`src/rtl/dds_pkg.sv`:
```
// Shared types and default sizing for the DDS voice scheduler.
// Contents:
//   NUM_VOICES_DEF, PHASE_W_DEF, OUT_W_DEF - default parameter values
//   sched_state_t                          - scheduler FSM state
//   phase_t                                - full-width phase word at default width
package dds_pkg;

  localparam int unsigned NUM_VOICES_DEF = 8;
  localparam int unsigned PHASE_W_DEF    = 32;
  localparam int unsigned OUT_W_DEF      = 12;

  typedef enum logic {IDLE, RUN} sched_state_t;

  typedef logic [PHASE_W_DEF-1:0] phase_t;

endpackage

```
`src/rtl/dds_voice_scheduler_if.sv`:
```
// Configuration write port and per-voice phase output stream of the DDS voice scheduler.
// master: control plane / sine-lookup side (drives cfg_*, receives phase stream).
// slave : the scheduler (accepts cfg_*, drives cfg_ready and the phase stream).
//   cfg_valid/cfg_ready  - write handshake; cfg_voice, cfg_inc, cfg_en, cfg_phase_clr payload
//   phase_valid          - phase_voice/phase_out valid this cycle
//   frame_done           - pulses with the last voice's output
interface dds_voice_scheduler_if #(
  parameter int unsigned NUM_VOICES = 8,
  parameter int unsigned PHASE_W    = 32,
  parameter int unsigned OUT_W      = 12,
  localparam int unsigned VW        = $clog2(NUM_VOICES)
);

  logic               cfg_valid;
  logic               cfg_ready;
  logic [VW-1:0]      cfg_voice;
  logic [PHASE_W-1:0] cfg_inc;
  logic               cfg_en;
  logic               cfg_phase_clr;

  logic               phase_valid;
  logic [VW-1:0]      phase_voice;
  logic [OUT_W-1:0]   phase_out;
  logic               frame_done;

  modport master (
    output cfg_valid, cfg_voice, cfg_inc, cfg_en, cfg_phase_clr,
    input  cfg_ready, phase_valid, phase_voice, phase_out, frame_done
  );

  modport slave (
    input  cfg_valid, cfg_voice, cfg_inc, cfg_en, cfg_phase_clr,
    output cfg_ready, phase_valid, phase_voice, phase_out, frame_done
  );

endinterface

```
`src/rtl/dds_phase_step.sv`:
```
// Combinational phase step for one voice slot.
//   phase_i, inc_i - stored phase and increment of the voice being processed
//   en_i           - voice enable; a disabled voice is forced to phase 0
//   phase_o        - next stored phase (phase_i + inc_i mod 2^PHASE_W, or 0)
//   trunc_o        - top OUT_W bits of phase_o for the sine lookup
module dds_phase_step #(
  parameter int unsigned PHASE_W = dds_pkg::PHASE_W_DEF,
  parameter int unsigned OUT_W   = dds_pkg::OUT_W_DEF
) (
  input  logic [PHASE_W-1:0] phase_i,
  input  logic [PHASE_W-1:0] inc_i,
  input  logic               en_i,
  output logic [PHASE_W-1:0] phase_o,
  output logic [OUT_W-1:0]   trunc_o
);
  import dds_pkg::*;

  always_comb begin
    phase_o = '0;
    if (en_i) begin
      phase_o = phase_i + inc_i;
    end
  end

  assign trunc_o = phase_o[PHASE_W-1 -: OUT_W];

endmodule

```
`src/rtl/dds_voice_scheduler.sv`:
```
// Time-multiplexed phase-accumulator scheduler: one shared adder steps NUM_VOICES voices in a
// round-robin sweep per sample_tick and streams one truncated phase per voice.
// Ports:
//   clk, reset_n  - clock; synchronous active-low reset
//   sample_tick   - frame start strobe (accepted only when idle)
//   busy          - sweep in progress
//   overrun       - sticky flag: tick arrived while busy (only with DDS_SCHED_OVERRUN_EN)
//   overrun_clr   - clears overrun (set wins on the same cycle)
//   bus           - config write port and phase output stream (slave side)
// Build option: define DDS_SCHED_OVERRUN_EN to enable the overrun flag; otherwise it reads 0.
module dds_voice_scheduler #(
  parameter int unsigned NUM_VOICES = dds_pkg::NUM_VOICES_DEF,
  parameter int unsigned PHASE_W    = dds_pkg::PHASE_W_DEF,
  parameter int unsigned OUT_W      = dds_pkg::OUT_W_DEF,
  localparam int unsigned VW        = $clog2(NUM_VOICES)
) (
  input  logic                        clk,
  input  logic                        reset_n,
  input  logic                        sample_tick,
  input  logic                        overrun_clr,
  output logic                        busy,
  output logic                        overrun,
  dds_voice_scheduler_if.slave        bus
);
  import dds_pkg::*;

  sched_state_t state_q, state_d;
  logic [VW-1:0] slot_q, slot_d;

  logic [PHASE_W-1:0] phase_q [NUM_VOICES];
  logic [PHASE_W-1:0] phase_d [NUM_VOICES];
  logic [PHASE_W-1:0] inc_q   [NUM_VOICES];
  logic [PHASE_W-1:0] inc_d   [NUM_VOICES];
  logic [NUM_VOICES-1:0] en_q, en_d;

  logic             phase_valid_q, phase_valid_d;
  logic [VW-1:0]    phase_voice_q, phase_voice_d;
  logic [OUT_W-1:0] phase_out_q, phase_out_d;
  logic             frame_done_q, frame_done_d;

  logic [PHASE_W-1:0] step_phase;
  logic [OUT_W-1:0]   step_trunc;
  logic               last_slot;
  logic               cfg_hit;

  assign last_slot = (slot_q == VW'(NUM_VOICES - 1));
  // Out-of-range voices still complete the handshake but touch nothing.
  assign cfg_hit   = bus.cfg_valid && (state_q == IDLE) && (32'(bus.cfg_voice) < NUM_VOICES);

  dds_phase_step #(
    .PHASE_W (PHASE_W),
    .OUT_W   (OUT_W)
  ) u_step (
    .phase_i (phase_q[slot_q]),
    .inc_i   (inc_q[slot_q]),
    .en_i    (en_q[slot_q]),
    .phase_o (step_phase),
    .trunc_o (step_trunc)
  );

  always_comb begin
    state_d       = state_q;
    slot_d        = slot_q;
    phase_d       = phase_q;
    inc_d         = inc_q;
    en_d          = en_q;
    phase_valid_d = 1'b0;
    phase_voice_d = '0;
    phase_out_d   = '0;
    frame_done_d  = 1'b0;

    unique case (state_q)
      IDLE: begin
        // Config lands in the same cycle as a tick, so the new frame sees it.
        if (cfg_hit) begin
          inc_d[bus.cfg_voice] = bus.cfg_inc;
          en_d[bus.cfg_voice]  = bus.cfg_en;
          if (bus.cfg_phase_clr) begin
            phase_d[bus.cfg_voice] = '0;
          end
        end
        if (sample_tick) begin
          state_d = RUN;
          slot_d  = '0;
        end
      end
      RUN: begin
        phase_d[slot_q] = step_phase;
        phase_valid_d   = 1'b1;
        phase_voice_d   = slot_q;
        phase_out_d     = step_trunc;
        frame_done_d    = last_slot;
        if (last_slot) begin
          state_d = IDLE;
        end else begin
          slot_d = slot_q + 1'b1;
        end
      end
    endcase
  end

  always_ff @(posedge clk) begin
    if (!reset_n) begin
      state_q <= IDLE;
      slot_q  <= '0;
      for (int v = 0; v < NUM_VOICES; v++) begin
        phase_q[v] <= '0;
        inc_q[v]   <= '0;
      end
      en_q          <= '0;
      phase_valid_q <= 1'b0;
      phase_voice_q <= '0;
      phase_out_q   <= '0;
      frame_done_q  <= 1'b0;
    end else begin
      state_q       <= state_d;
      slot_q        <= slot_d;
      phase_q       <= phase_d;
      inc_q         <= inc_d;
      en_q          <= en_d;
      phase_valid_q <= phase_valid_d;
      phase_voice_q <= phase_voice_d;
      phase_out_q   <= phase_out_d;
      frame_done_q  <= frame_done_d;
    end
  end

  assign busy            = (state_q == RUN);
  assign bus.cfg_ready   = (state_q == IDLE);
  assign bus.phase_valid = phase_valid_q;
  assign bus.phase_voice = phase_voice_q;
  assign bus.phase_out   = phase_out_q;
  assign bus.frame_done  = frame_done_q;

`ifdef DDS_SCHED_OVERRUN_EN
  logic overrun_q, overrun_d;

  always_comb begin
    overrun_d = overrun_q;
    if (overrun_clr) begin
      overrun_d = 1'b0;
    end
    if (sample_tick && (state_q == RUN)) begin
      overrun_d = 1'b1;
    end
  end

  always_ff @(posedge clk) begin
    if (!reset_n) begin
      overrun_q <= 1'b0;
    end else begin
      overrun_q <= overrun_d;
    end
  end

  assign overrun = overrun_q;
`else
  logic unused_overrun_clr;
  assign unused_overrun_clr = overrun_clr;
  assign overrun            = 1'b0;
`endif

endmodule

```
`src/flat_wrapper.sv`:
```
// flat-port wrapper written by rule: the top's interface ports become plain ports
module dds_voice_scheduler_flat import dds_pkg::*;
#(
  parameter int unsigned NUM_VOICES = dds_pkg::NUM_VOICES_DEF,
  parameter int unsigned PHASE_W    = dds_pkg::PHASE_W_DEF,
  parameter int unsigned OUT_W      = dds_pkg::OUT_W_DEF,
  localparam int unsigned VW        = $clog2(NUM_VOICES)
)
  (clk, reset_n, sample_tick, overrun_clr, busy, overrun, bus_cfg_valid, bus_cfg_voice, bus_cfg_inc, bus_cfg_en, bus_cfg_phase_clr, bus_cfg_ready, bus_phase_valid, bus_phase_voice, bus_phase_out, bus_frame_done);
  dds_voice_scheduler_if #(.NUM_VOICES(NUM_VOICES), .PHASE_W(PHASE_W), .OUT_W(OUT_W)) bus_i ();
  input  logic clk;
  input  logic reset_n;
  input  logic sample_tick;
  input  logic overrun_clr;
  output logic busy;
  output logic overrun;
  input wire logic [$bits(bus_i.cfg_valid)-1:0] bus_cfg_valid;
  input wire logic [$bits(bus_i.cfg_voice)-1:0] bus_cfg_voice;
  input wire logic [$bits(bus_i.cfg_inc)-1:0] bus_cfg_inc;
  input wire logic [$bits(bus_i.cfg_en)-1:0] bus_cfg_en;
  input wire logic [$bits(bus_i.cfg_phase_clr)-1:0] bus_cfg_phase_clr;
  output wire logic [$bits(bus_i.cfg_ready)-1:0] bus_cfg_ready;
  output wire logic [$bits(bus_i.phase_valid)-1:0] bus_phase_valid;
  output wire logic [$bits(bus_i.phase_voice)-1:0] bus_phase_voice;
  output wire logic [$bits(bus_i.phase_out)-1:0] bus_phase_out;
  output wire logic [$bits(bus_i.frame_done)-1:0] bus_frame_done;
  assign bus_i.cfg_valid = bus_cfg_valid;
  assign bus_i.cfg_voice = bus_cfg_voice;
  assign bus_i.cfg_inc = bus_cfg_inc;
  assign bus_i.cfg_en = bus_cfg_en;
  assign bus_i.cfg_phase_clr = bus_cfg_phase_clr;
  assign bus_cfg_ready = bus_i.cfg_ready;
  assign bus_phase_valid = bus_i.phase_valid;
  assign bus_phase_voice = bus_i.phase_voice;
  assign bus_phase_out = bus_i.phase_out;
  assign bus_frame_done = bus_i.frame_done;
  dds_voice_scheduler #(.NUM_VOICES(NUM_VOICES), .PHASE_W(PHASE_W), .OUT_W(OUT_W)) u_core (.clk(clk), .reset_n(reset_n), .sample_tick(sample_tick), .overrun_clr(overrun_clr), .busy(busy), .overrun(overrun), .bus(bus_i));
endmodule
```
`config.mk`:
```
export PLATFORM = sky130hd
export DESIGN_NAME = dds_voice_scheduler_flat
export DESIGN_NICKNAME = d
export VERILOG_FILES = /design/src/rtl/dds_pkg.sv /design/src/rtl/dds_voice_scheduler_if.sv /design/src/rtl/dds_phase_step.sv /design/src/rtl/dds_voice_scheduler.sv /design/src/flat_wrapper.sv
export SDC_FILE = /design/constraint.sdc
export NUM_CORES = 1
export LEC_CHECK = 0
export ABC_CLOCK_PERIOD_IN_PS = 9200
export BUFFER_PORTS_ARGS = -buffer_cell sky130_fd_sc_hd__clkbuf_2
export CORE_MARGIN = 1.5
export CORE_UTILIZATION = 45
export CTS_BUF_LIST = sky130_fd_sc_hd__clkbuf_4 sky130_fd_sc_hd__clkbuf_8
export CTS_CLUSTER_SIZE = 12
export DETAILED_ROUTE_END_ITERATION = 10
export GPL_TIMING_DRIVEN = 0
export HOLD_SLACK_MARGIN = 0.05
export PLACE_DENSITY = 0.6
export SETUP_SLACK_MARGIN = 0.02
export SYNTH_ARGS = -nofsm -noshare
export SYNTH_HDL_FRONTEND = slang
export SYNTH_SLANG_ARGS = --single-unit
```
`constraint.sdc`:
```
create_clock -name clk -period 9.2 [get_ports clk]
set_input_delay 1.84 -clock clk [delete_from_list [all_inputs] [get_ports clk]]
set_output_delay 1.84 -clock clk [all_outputs]
set_load 0.02 [all_outputs]
```
==> results.txt, run 1 <==
The headroom to the max-slew limit is -0.0729, and the overall fraction of global-route tracks in use is 0.371. In this run the cell area measured after placement is 23800 µm². Synthesis produced a netlist whose cell count is 2726. The first global-routing pass estimated 142000 µm of wire. Routability-driven placement finished with a final weighted congestion of 0.997. Summing all non-filler instances in the final layout gives an area of 25800 µm². After floorplanning, the core was sized to cover 50100 µm².

The tools report the number of core rows as 82. In this run the power spent charging and discharging nets is 1300 µW. The clock tree root buffer cell was sky130_fd_sc_hd__clkbuf_8. In this run the remaining antenna-violating nets after routing total 0. TritonCTS built the clock tree.

The power density over the cells works out to 197 nW/µm². For the buffer levels on the longest clock path, the log shows 3. The switching share of power came out at 0.255. The post-route clock period utilization is 0.835, and the area overhead of the layout relative to synthesis is 13.3%.

The logs give 0.467 for the power share of the sequential group and 130 MHz for the maximum clock frequency. The number of H-tree levels is 3, and the via count of the first global-routing pass is 21000. The maximum number of pins on one net before global-route repair came out at 13.

The final number of setup-violating endpoints is 0. The final layout contains 2921 nets. The ratio of cells with drive above 1 in the final layout works out to 0.0850. After detailed routing, the average wire length per cell comes to 27.7 µm. The average instance in the mapped netlist occupies 8.37 µm². The kind of cell with the highest combined delay along the critical path is buffers and inverters.

The tools report the minimum setup slack after placement as 1.87 ns. The setup path with the least slack is of type reg2reg. STA classifies the critical path endpoint as a flip-flop. The run gives 0.058 as the share of power burned in combinational logic. The slowest stage of the critical path belongs to the cell sky130_fd_sc_hd__nor2_1. For the total count of hold-check failures in the final report, the log shows 0.

The signal on the critical path passes through buf_2 > nand2b_1 > buf_2 > nor2_1 > clkbuf_1 > clkbuf_1 > a22oi_1 > nand4_1 > ha_1 > and3_1 > and3_1 > o31a_1 > o32ai_2 > o31a_2 > o21ai_2 > xor2_1 > a22o_1. The number of gates resized after CTS was 0. The floorplan step defined a die boundary enclosing 52100 µm². Detailed placement ended at an HPWL of 67200 µm. In the routed design, unresolved DRC markers number 0. The launching element type of the critical path is a flip-flop.

In this run, synthesis produced a sequential element count of 541. The portion of the post-synthesis area used by sequential elements was 0.475; the final critical delay including setup and external delays was 7.68 ns. In this run the count of I/O pins placed on the die edge is 62. The path class of the tightest hold or removal check is reg2reg. Buffers placed on the I/O ports in this run total 25. For the worst setup path, the data required time is 9.83 ns. Across the routed clock network, the largest skew measured is 0.0328 ns. Peak per-stage delay on the critical path: 1.20 ns.

The tools report the total standard cell area after synthesis as 22800 µm². The synthesized design contains 0 enable-type register cells. Summed over all failing endpoints, the final setup total negative slack is 0 ns. The repair_antennas step left the layout with diodes totalling 0. In the routed layout, each cell is associated on average with a via count of 6.33. The share of flip-flops with an asynchronous set or reset is 0. The number of different library cells in the post-synthesis netlist was 75; the latest clock arrival within the worst-skew pair was 0.72 ns. Clock-pin slew was measured on the worst setup and hold paths at 0.06 ns. The critical path buffer and inverter count was 4.

The number of nets handed over by synthesis was 2802. The run gives 22700 as the routed via count. Summed over all cells, the static leakage comes to 0.00897 µW.

The run gives 50 as the final number of max-transition violations. For this design, the sink count on the clock tree is 541. Largest fanout of any net on the critical path: 10. The run finished, with violations left. The first detailed-routing pass ran for 9 iterations.

Part of the power in the clock network: 0.475. The count of synthesis-stage warnings from yosys came out at 0. The number of antenna violations at the first check in global routing is 5, and the minimum setup slack in the final design is 1.52 ns. The internal power of the cells totals 3790 µW. Setup repair after global routing left no endpoint under its margin. The horizontal die dimension was 228 µm; the peak supply drop was 125 µV. Among all flip-flop cells after synthesis, the most frequent one is sky130_fd_sc_hd__dfxtp_1.

The transition at the pin with the smallest max-transition slack is 1.61 ns. At the worst endpoint, the arrival time is 8.32 ns. The die extent in y works out to 228 µm. In this run the post-CTS setup repair buffer count came out at 0. The final reports fail on max-capacitance violations, max-slew violations. The post-cts hold buffer count is 0. For the initial cell density of the core, the log shows 0.456. Clock tree synthesis inserted a total of 91 buffers. The tools report the final wirelength as 99500 µm. Across the run, the number of max-cap violations was 5. For this run the aggregate overflow at the end of global routing stands at 0. The starting DRC count in detailed routing came out at 3141.
[metrics by stage]
stage | hold WS, ns | power, µW | utilization | cells
after floorplan | 0.425 | 2580 | - | 2726
after global placement | 0.434 | 2710 | 0.475 | 3423
after detailed placement | 0.442 | 2710 | 0.475 | 3424
after CTS | 0.450 | 5070 | 0.516 | 3588
after global routing | 0.464 | 5200 | 0.516 | 3588
final | 0.451 | 5090 | 0.516 | 3588
[metal layers]
| layer | vias to the layer above | part of all wire | GRT usage |
|---|---|---|---|
| met5 | - | 0.00040 | 0 |
| met4 | 6 | 0.059 | 0.214 |
| met3 | 304 | 0.11 | 0.0766 |
| met2 | 1474 | 0.43 | 0.563 |
| met1 | 11000 | 0.40 | 0.489 |
| li1 | 9930 | - | - |
[Yosys cell counts (3+ instances only)]
| cell type | instances | area share |
|---|---|---|
| sky130_fd_sc_hd__o21bai_1 | 3 | 0.00099 |
| sky130_fd_sc_hd__a21o_1 | 18 | 0.0059 |
| sky130_fd_sc_hd__and2_1 | 22 | 0.0060 |
| sky130_fd_sc_hd__a22o_1 | 120 | 0.046 |
| sky130_fd_sc_hd__dfxtp_1 | 541 | 0.47 |
| sky130_fd_sc_hd__nor2b_1 | 8 | 0.0022 |
| sky130_fd_sc_hd__o21a_1 | 3 | 0.00099 |
| sky130_fd_sc_hd__inv_1 | 15 | 0.0025 |
| sky130_fd_sc_hd__o31ai_1 | 4 | 0.0013 |
| sky130_fd_sc_hd__mux2i_1 | 18 | 0.0079 |
| sky130_fd_sc_hd__nor3b_1 | 3 | 0.00099 |
| sky130_fd_sc_hd__a22oi_1 | 294 | 0.097 |
| sky130_fd_sc_hd__nand2b_1 | 9 | 0.0025 |
| sky130_fd_sc_hd__and3_1 | 12 | 0.0033 |
| sky130_fd_sc_hd__o21ai_0 | 38 | 0.0083 |
| sky130_fd_sc_hd__nand3_1 | 20 | 0.0044 |
| sky130_fd_sc_hd__nand2_1 | 602 | 0.099 |
| sky130_fd_sc_hd__xnor2_2 | 3 | 0.0021 |
| sky130_fd_sc_hd__buf_2 | 13 | 0.0029 |
| sky130_fd_sc_hd__nor3_1 | 10 | 0.0022 |
| sky130_fd_sc_hd__and4_1 | 3 | 0.0012 |
| sky130_fd_sc_hd__buf_1 | 6 | 0.00099 |
| sky130_fd_sc_hd__o211ai_1 | 4 | 0.0013 |
| sky130_fd_sc_hd__ha_1 | 33 | 0.018 |
| sky130_fd_sc_hd__a21oi_1 | 319 | 0.070 |
| sky130_fd_sc_hd__clkbuf_1 | 226 | 0.037 |
| sky130_fd_sc_hd__mux2_2 | 11 | 0.0054 |
| sky130_fd_sc_hd__nand4_1 | 46 | 0.013 |
| sky130_fd_sc_hd__nor2_1 | 187 | 0.031 |
| sky130_fd_sc_hd__o21ai_1 | 20 | 0.0044 |
| sky130_fd_sc_hd__a31oi_1 | 5 | 0.0014 |
| sky130_fd_sc_hd__or2_2 | 6 | 0.0016 |
| sky130_fd_sc_hd__xnor2_1 | 16 | 0.0061 |
| sky130_fd_sc_hd__a222oi_1 | 3 | 0.0013 |
| sky130_fd_sc_hd__xor2_1 | 7 | 0.0027 |
| sky130_fd_sc_hd__o221ai_1 | 3 | 0.0012 |
| sky130_fd_sc_hd__a221oi_1 | 18 | 0.0069 |
| sky130_fd_sc_hd__a32o_1 | 8 | 0.0035 |
[worst register-to-register path: cells and delay by family (launching register included)]
kind	cells	cell delay, ns
simple gates	5	2.01
flops	1	0.34
fa+ha+maj	1	0.37
buf+inv	4	2.55
compound gates	6	1.45
xor+xnor	1	0.87
[state kept, by name, indices dropped and copies added (netlist names)]
register                cells
u_core.bus.phase_valid      1
u_core.bus.phase_voice      3
u_core.slot_q               3
u_core.bus.phase_out       12
u_core.busy                 1
u_core.en_q                 8
u_core.inc_q              256
u_core.bus.frame_done       1
u_core.phase_q            256
[kinds of logic (layout without fill, tap and decap cells)]
logic type / after synthesis / count (layout) / synth area share
XOR/XNOR: 28 / 28 / 0.0124
multiplexers: 30 / 30 / 0.0143
flip-flops: 541 / 541 / 0.475
AO/OA/AOI/OAI: 889 / 889 / 0.264
adder cells (fa/ha/maj): 34 / 34 / 0.0190
buffers and inverters: 263 / 453 / 0.0441
other: 1 / 1 / 0.000164
AND/OR/NAND/NOR: 940 / 940 / 0.172
[worst paths after layout]
check | start | end | slack, ns | depth (start not counted)
hold / removal | u_core.phase_q[253] | u_core.phase_q[253] | 0.45 | 2
hold reg to reg | u_core.phase_q[253] | u_core.phase_q[253] | 0.45 | 2
setup reg to reg | u_core.slot_q[2] | u_core.phase_q[84] | 1.52 | 17
setup / recovery | u_core.slot_q[2] | u_core.phase_q[84] | 1.52 | 17
[layout by cell type (no fill, tap or decap), types with 4 or more instances in the layout]
cell,instances
sky130_fd_sc_hd__xor2_1,7
sky130_fd_sc_hd__and2_1,22
sky130_fd_sc_hd__and3_1,12
sky130_fd_sc_hd__nand2_1,602
sky130_fd_sc_hd__clkbuf_4,30
sky130_fd_sc_hd__inv_1,15
sky130_fd_sc_hd__a22o_1,120
sky130_fd_sc_hd__clkbuf_8,121
sky130_fd_sc_hd__mux2i_1,18
sky130_fd_sc_hd__nand4_1,46
sky130_fd_sc_hd__a31oi_1,5
sky130_fd_sc_hd__a21oi_1,319
sky130_fd_sc_hd__clkbuf_2,25
sky130_fd_sc_hd__mux2_2,11
sky130_fd_sc_hd__dfxtp_1,541
sky130_fd_sc_hd__or2_2,6
sky130_fd_sc_hd__o31ai_1,4
sky130_fd_sc_hd__buf_2,13
sky130_fd_sc_hd__clkbuf_1,226
sky130_fd_sc_hd__o21ai_0,37
sky130_fd_sc_hd__clkinv_2,5
sky130_fd_sc_hd__clkinvlp_4,4
sky130_fd_sc_hd__o211ai_1,4
sky130_fd_sc_hd__a22oi_1,294
sky130_fd_sc_hd__a21o_1,18
sky130_fd_sc_hd__nor3_1,9
sky130_fd_sc_hd__nand2b_1,9
sky130_fd_sc_hd__nor2_1,187
sky130_fd_sc_hd__nor2b_1,8
sky130_fd_sc_hd__a32o_1,8
sky130_fd_sc_hd__nand3_1,20
sky130_fd_sc_hd__ha_1,33
sky130_fd_sc_hd__o21ai_1,21
sky130_fd_sc_hd__a221oi_1,18
sky130_fd_sc_hd__buf_1,6
sky130_fd_sc_hd__xnor2_1,16
[layout make-up]
type / count / area (µm²)
fillers: 4846 / 24200
multi-input cells: 1922 / 11000
flip-flops and latches: 541 / 10800
clock buffers: 151 / 1890
plain buffers: 246 / 943
well taps: 672 / 841
clock inverters: 13 / 156
repair buffers: 26 / 136
inverters: 17 / 63.8
[power groups by stage]
stage	logic, µW	clock network (µW)	registers [µW]
floorplan	150	0	2430
global placement	278	0	2430
detailed placement	282	0	2430
CTS	283	2410	2380
global route	301	2520	2380
finish	296	2420	2380
(Power assumes the default switching activity.)
==> run 2: changes to the inputs <==
ABC_AREA = 1   (was not set)
ABC_CLOCK_PERIOD_IN_PS = 6600   (was 9200)
PLACE_DENSITY = 0.62   (was 0.6)
clock period = 6.6 ns   (was 9.2 ns; I/O delays follow)
==> run 2 against run 1 <==
Fmax increased by 31%. First-iteration DRC count increased by 39%. Sequential share of layout area decreased by 2.9 points. Largest cell class unchanged. The flow still finishes with violations (max-capacitance violations, max-slew violations). Cell area increased by 7.6%. Critical path type unchanged.
==> results.txt, run 2 <==
The number of antenna violations at the first check in global routing was 8 (was 5); the number of inserted filler cells in the final layout was 5476 (was 4846). The power density over the cells came out at 264 nW/µm² (was 197 nW/µm²). Failing checks: max-capacitance violations, max-slew violations (unchanged). Mean instance size in the synthesized netlist: 7.11 µm² (was 8.37 µm²).

The nature of the critical path endpoint is a flip-flop (unchanged). The number of synthesized flops with an enable pin is 0 (unchanged). The depth of the worst register-to-register path came out at 22 (was 17). The internal power is 5320 µW (was 3790 µW), and the maximum number of pins on one net before global-route repair is 14 (was 13). Leading cell type by number of instances after synthesis: sky130_fd_sc_hd__nand2_1 (unchanged).

Most frequent cells in the layout: 766 x sky130_fd_sc_hd__nand2_1, 574 x sky130_fd_sc_hd__nor2_1, 541 x sky130_fd_sc_hd__dfxtp_1 (was 602 x sky130_fd_sc_hd__nand2_1, 541 x sky130_fd_sc_hd__dfxtp_1, 319 x sky130_fd_sc_hd__a21oi_1). The run gives 189 µV (was 125 µV) as the peak supply drop. The tools report the routability congestion estimate as 1.03 (was 0.997). The post-route antenna net violation count is 0 (unchanged). The tools report the count of synthesis-stage warnings from yosys as 0 (unchanged). The logs give 0.399 (was 0.371) for the overall fraction of global-route tracks in use and 162000 µm (was 142000 µm) for the global-route wire length before repair.

The run gives 0.439 (was 0.475) as the portion of the post-synthesis area used by sequential elements. The run gives 7.16 ns (was 9.83 ns) as the worst path required time. The worst setup path startpoint was u_core.slot_q[2] (unchanged). Clock transition at the registers of the reported paths: 0.06 ns (about the same). The dominant register cell in the synthesized netlist is sky130_fd_sc_hd__dfxtp_1 (unchanged).

The static leakage is 0.0111 µW (was 0.00897 µW). The tools report the number of cells produced by synthesis as 3467 (was 2726). The most common cell after layout, fill and taps aside is sky130_fd_sc_hd__nand2_1 (unchanged). The final-layout setup total negative slack came out at 0 ns (unchanged). Launching element type of the critical path: a flip-flop (unchanged). The post-route clock period utilization was 0.891 (was 0.835); the horizontal die dimension was 237 µm (was 228 µm). The transition at the pin with the smallest max-transition slack is 1.59 ns (was 1.61 ns), and the synthesized net count is 3543 (was 2802). The number of register bits inferred by synthesis was 541 (unchanged); the flop-to-flop setup slack was 0.72 ns (was 1.52 ns). The area of the core region was 54000 µm² (was 50100 µm²). The tools report the routed via count as 26500 (was 22700). The half-perimeter wire length after placement is 77300 µm (was 67200 µm). Cell types occupying the most area after synthesis: sky130_fd_sc_hd__dfxtp_1 44%, sky130_fd_sc_hd__nand2_1 12%, sky130_fd_sc_hd__nor2_1 8.7%, sky130_fd_sc_hd__a21oi_1 6.4%, sky130_fd_sc_hd__o21ai_0 5.3% (was sky130_fd_sc_hd__dfxtp_1 47%, sky130_fd_sc_hd__nand2_1 9.9%, sky130_fd_sc_hd__a22oi_1 9.7%, sky130_fd_sc_hd__a21oi_1 7.0%, sky130_fd_sc_hd__a22o_1 4.6%). Last element of the critical path: u_core.phase_q[214] (was u_core.phase_q[84]).

The top cell type's share of synthesized area is 0.439 (was 0.475). Post-synth top cells: 766 x sky130_fd_sc_hd__nand2_1, 574 x sky130_fd_sc_hd__nor2_1, 541 x sky130_fd_sc_hd__dfxtp_1, 315 x sky130_fd_sc_hd__a21oi_1, 263 x sky130_fd_sc_hd__o21ai_0 (was 602 x sky130_fd_sc_hd__nand2_1, 541 x sky130_fd_sc_hd__dfxtp_1, 319 x sky130_fd_sc_hd__a21oi_1, 294 x sky130_fd_sc_hd__a22oi_1, 226 x sky130_fd_sc_hd__clkbuf_1). The largest fanout of any net on the critical path was 10 (unchanged); the I/O pin count was 62 (unchanged).

The minimum setup slack after placement is 0.942 ns (was 1.87 ns). The starting DRC count in detailed routing came out at 4379 (was 3141). The logs give 0 (unchanged) for the number of buffers inserted by post-CTS setup repair and 0.73 ns (was 0.72 ns) for the latest clock arrival within the worst-skew pair.

The final critical delay including setup and external delays came out at 5.88 ns (was 7.68 ns). The run gives 50 (was 75) as the number of different library cells in the post-synthesis netlist. The cell type contributing the most total cell area after synthesis is sky130_fd_sc_hd__dfxtp_1 (unchanged).

The switching share of power was 0.276 (was 0.255). The tools report the capturing point of the worst reg2reg path as u_core.phase_q[214] (was u_core.phase_q[84]). The minimum setup slack in the final design was 0.718 ns (was 1.52 ns); the die extent in y was 237 µm (was 228 µm).

The worst clock skew on the final layout was 0.0409 ns (was 0.0328 ns); the power share of the sequential group was 0.455 (was 0.467). The total count of hold-check failures in the final report was 0 (unchanged); the area overhead of the layout relative to synthesis was 12.7% (was 13.3%). The run gives 541 (unchanged) as the number of clock sinks. The run finished, with violations left.

The ratio of cells with drive above 1 in the final layout is 0.0914 (was 0.0850), and the initial cell density of the core is 0.456 (about the same). The tools report the net switching power figure as 2030 µW (was 1300 µW). The count of maximum capacitance violations is 3 (was 5). Final number of setup-violating endpoints: 0 (unchanged).

The number of CTS-inserted buffers is 93 (was 91). The residual overflow from global routing is 0 (unchanged), and the final number of max-transition violations is 32 (was 50). The run gives 0 (unchanged) as the post-cts hold buffer count. The startpoint of the worst register-to-register path was u_core.slot_q[2] (unchanged). The run gives 0 (unchanged) as the remaining design rule violation count. Setup repair after global routing left no endpoint under its margin.

Total standard cell area after synthesis: 24700 µm² (was 22800 µm²). The overall die area was 56200 µm² (was 52100 µm²); the number of vias per cell after detailed routing was 6.06 (was 6.33). The final wirelength came out at 114000 µm (was 99500 µm).

The logs give 170 MHz (was 130 MHz) for the maximum clock frequency and 3677 (was 2921) for the number of nets at the end of the flow. The share of power burned in combinational logic came out at 0.083 (was 0.058). The kind of critical path was reg2reg (unchanged). The logs give -0.0626 (was -0.0729) for the headroom to the max-slew limit and 7 (was 9) for the number of iterations in the first detailed-routing pass. TritonCTS built the clock tree.

Clock tree root buffer cell: sky130_fd_sc_hd__clkbuf_8 (unchanged). The count of port buffers added during placement came out at 38 (was 25). The path type of the worst min-delay path was reg2reg (unchanged). The worst hold margin was 0.453 ns (was 0.451 ns); the mean routed wirelength per cell was 26.1 µm (was 27.7 µm). The buffer levels on the longest clock path is 3 (unchanged). For the number of instances resized during post-cts repair, the log shows 0 (unchanged).

The logs give 0.462 (was 0.475) for the part of the power in the clock network and 85 (was 82) for the number of core rows. The run gives 23800 (was 21000) as the via count of the first global-routing pass. Share of flip-flops with an asynchronous set or reset: 0 (unchanged). The arrival time of the worst setup path came out at 6.44 ns (was 8.32 ns). The number of H-tree levels was 3 (unchanged).
==> run 2: power groups by stage <==
| stage | Clock (µW) | Combinational, µW | Sequential, µW |
|---|---|---|---|
| after CTS | 3370 | 570 | 3340 |
| final | 3390 | 609 | 3350 |
| after floorplan | 0 | 300 | 3410 |
| after detailed placement | 0 | 568 | 3420 |
| after global placement | 0 | 568 | 3410 |
| after global routing | 3530 | 617 | 3350 |
==> run 2: critical path, stage by stage (launching register included) <==
cell	delay, ns
sky130_fd_sc_hd__dfxtp_1	0.33
sky130_fd_sc_hd__buf_2	0.23
sky130_fd_sc_hd__inv_2	0.17
sky130_fd_sc_hd__nor3_4	0.47
sky130_fd_sc_hd__buf_2	0.53
sky130_fd_sc_hd__clkbuf_1	1.05
sky130_fd_sc_hd__a22oi_1	0.17
sky130_fd_sc_hd__nand4_1	0.23
sky130_fd_sc_hd__ha_1	0.21
sky130_fd_sc_hd__inv_1	0.07
sky130_fd_sc_hd__fa_1	0.41
sky130_fd_sc_hd__inv_1	0.20
sky130_fd_sc_hd__nand3_1	0.12
sky130_fd_sc_hd__nand3_2	0.19
sky130_fd_sc_hd__nand2_1	0.09
sky130_fd_sc_hd__nand2_2	0.13
sky130_fd_sc_hd__nand2_1	0.08
sky130_fd_sc_hd__nand2_1	0.33
sky130_fd_sc_hd__nand2_1	0.14
sky130_fd_sc_hd__nand2_1	0.08
sky130_fd_sc_hd__nand2_1	0.21
sky130_fd_sc_hd__nand4_1	0.16
sky130_fd_sc_hd__a21oi_1	0.08
==> run 2: area by class of cell <==
class | instances | area (µm²) | area share
repair buffers | 39 | 205 | 0.00738
multi-input cells | 2458 | 12000 | 0.430
inverters | 218 | 818 | 0.0294
clock buffers | 152 | 1890 | 0.0680
flip-flops and latches | 541 | 10800 | 0.390
well taps | 696 | 871 | 0.0313
diodes | 3 | 7.51 | 0.000270
plain buffers | 250 | 1060 | 0.0380
clock inverters | 17 | 160 | 0.00576
==> run 2: routing by layer <==
metal / track usage / routed length, µm
met5: 0 / 66
met4: 0.202 / 6600
met3: 0.125 / 16200
met2: 0.558 / 45500
met1: 0.549 / 46000
==> run 2: worst min-delay path by stage <==
stage,start,end,cells past startpoint
detailed placement,u_core.inc_q[60],u_core.inc_q[60],2
global placement,u_core.inc_q[60],u_core.inc_q[60],2
global route,u_core.inc_q[48],u_core.inc_q[48],2
CTS,u_core.inc_q[60],u_core.inc_q[60],2
finish,u_core.inc_q[114],u_core.inc_q[114],2
floorplan,u_core.inc_q[73],u_core.inc_q[73],2
==> run 2: kinds of logic after synthesis <==
logic type	synth area share
xor gates and xnor gates	0.00178
buffers and inverters	0.0759
AOI/OAI and AO/OA	0.189
adders and majority gates	0.0176
other	0.000152
DFF	0.439
and+or+nand+nor	0.276
==> run 2: through the flow <==
stage	total power [µW]	utilization	instance area (µm²)	std cells
2_1_floorplan	3710	-	24700	3467
3_3_place_gp	3980	0.476	25700	4201
3_5_place_dp	3980	0.476	25700	4201
4_1_cts	7280	0.514	27800	4370
5_1_grt	7500	0.515	27800	4373
6_report	7350	0.515	27800	4374
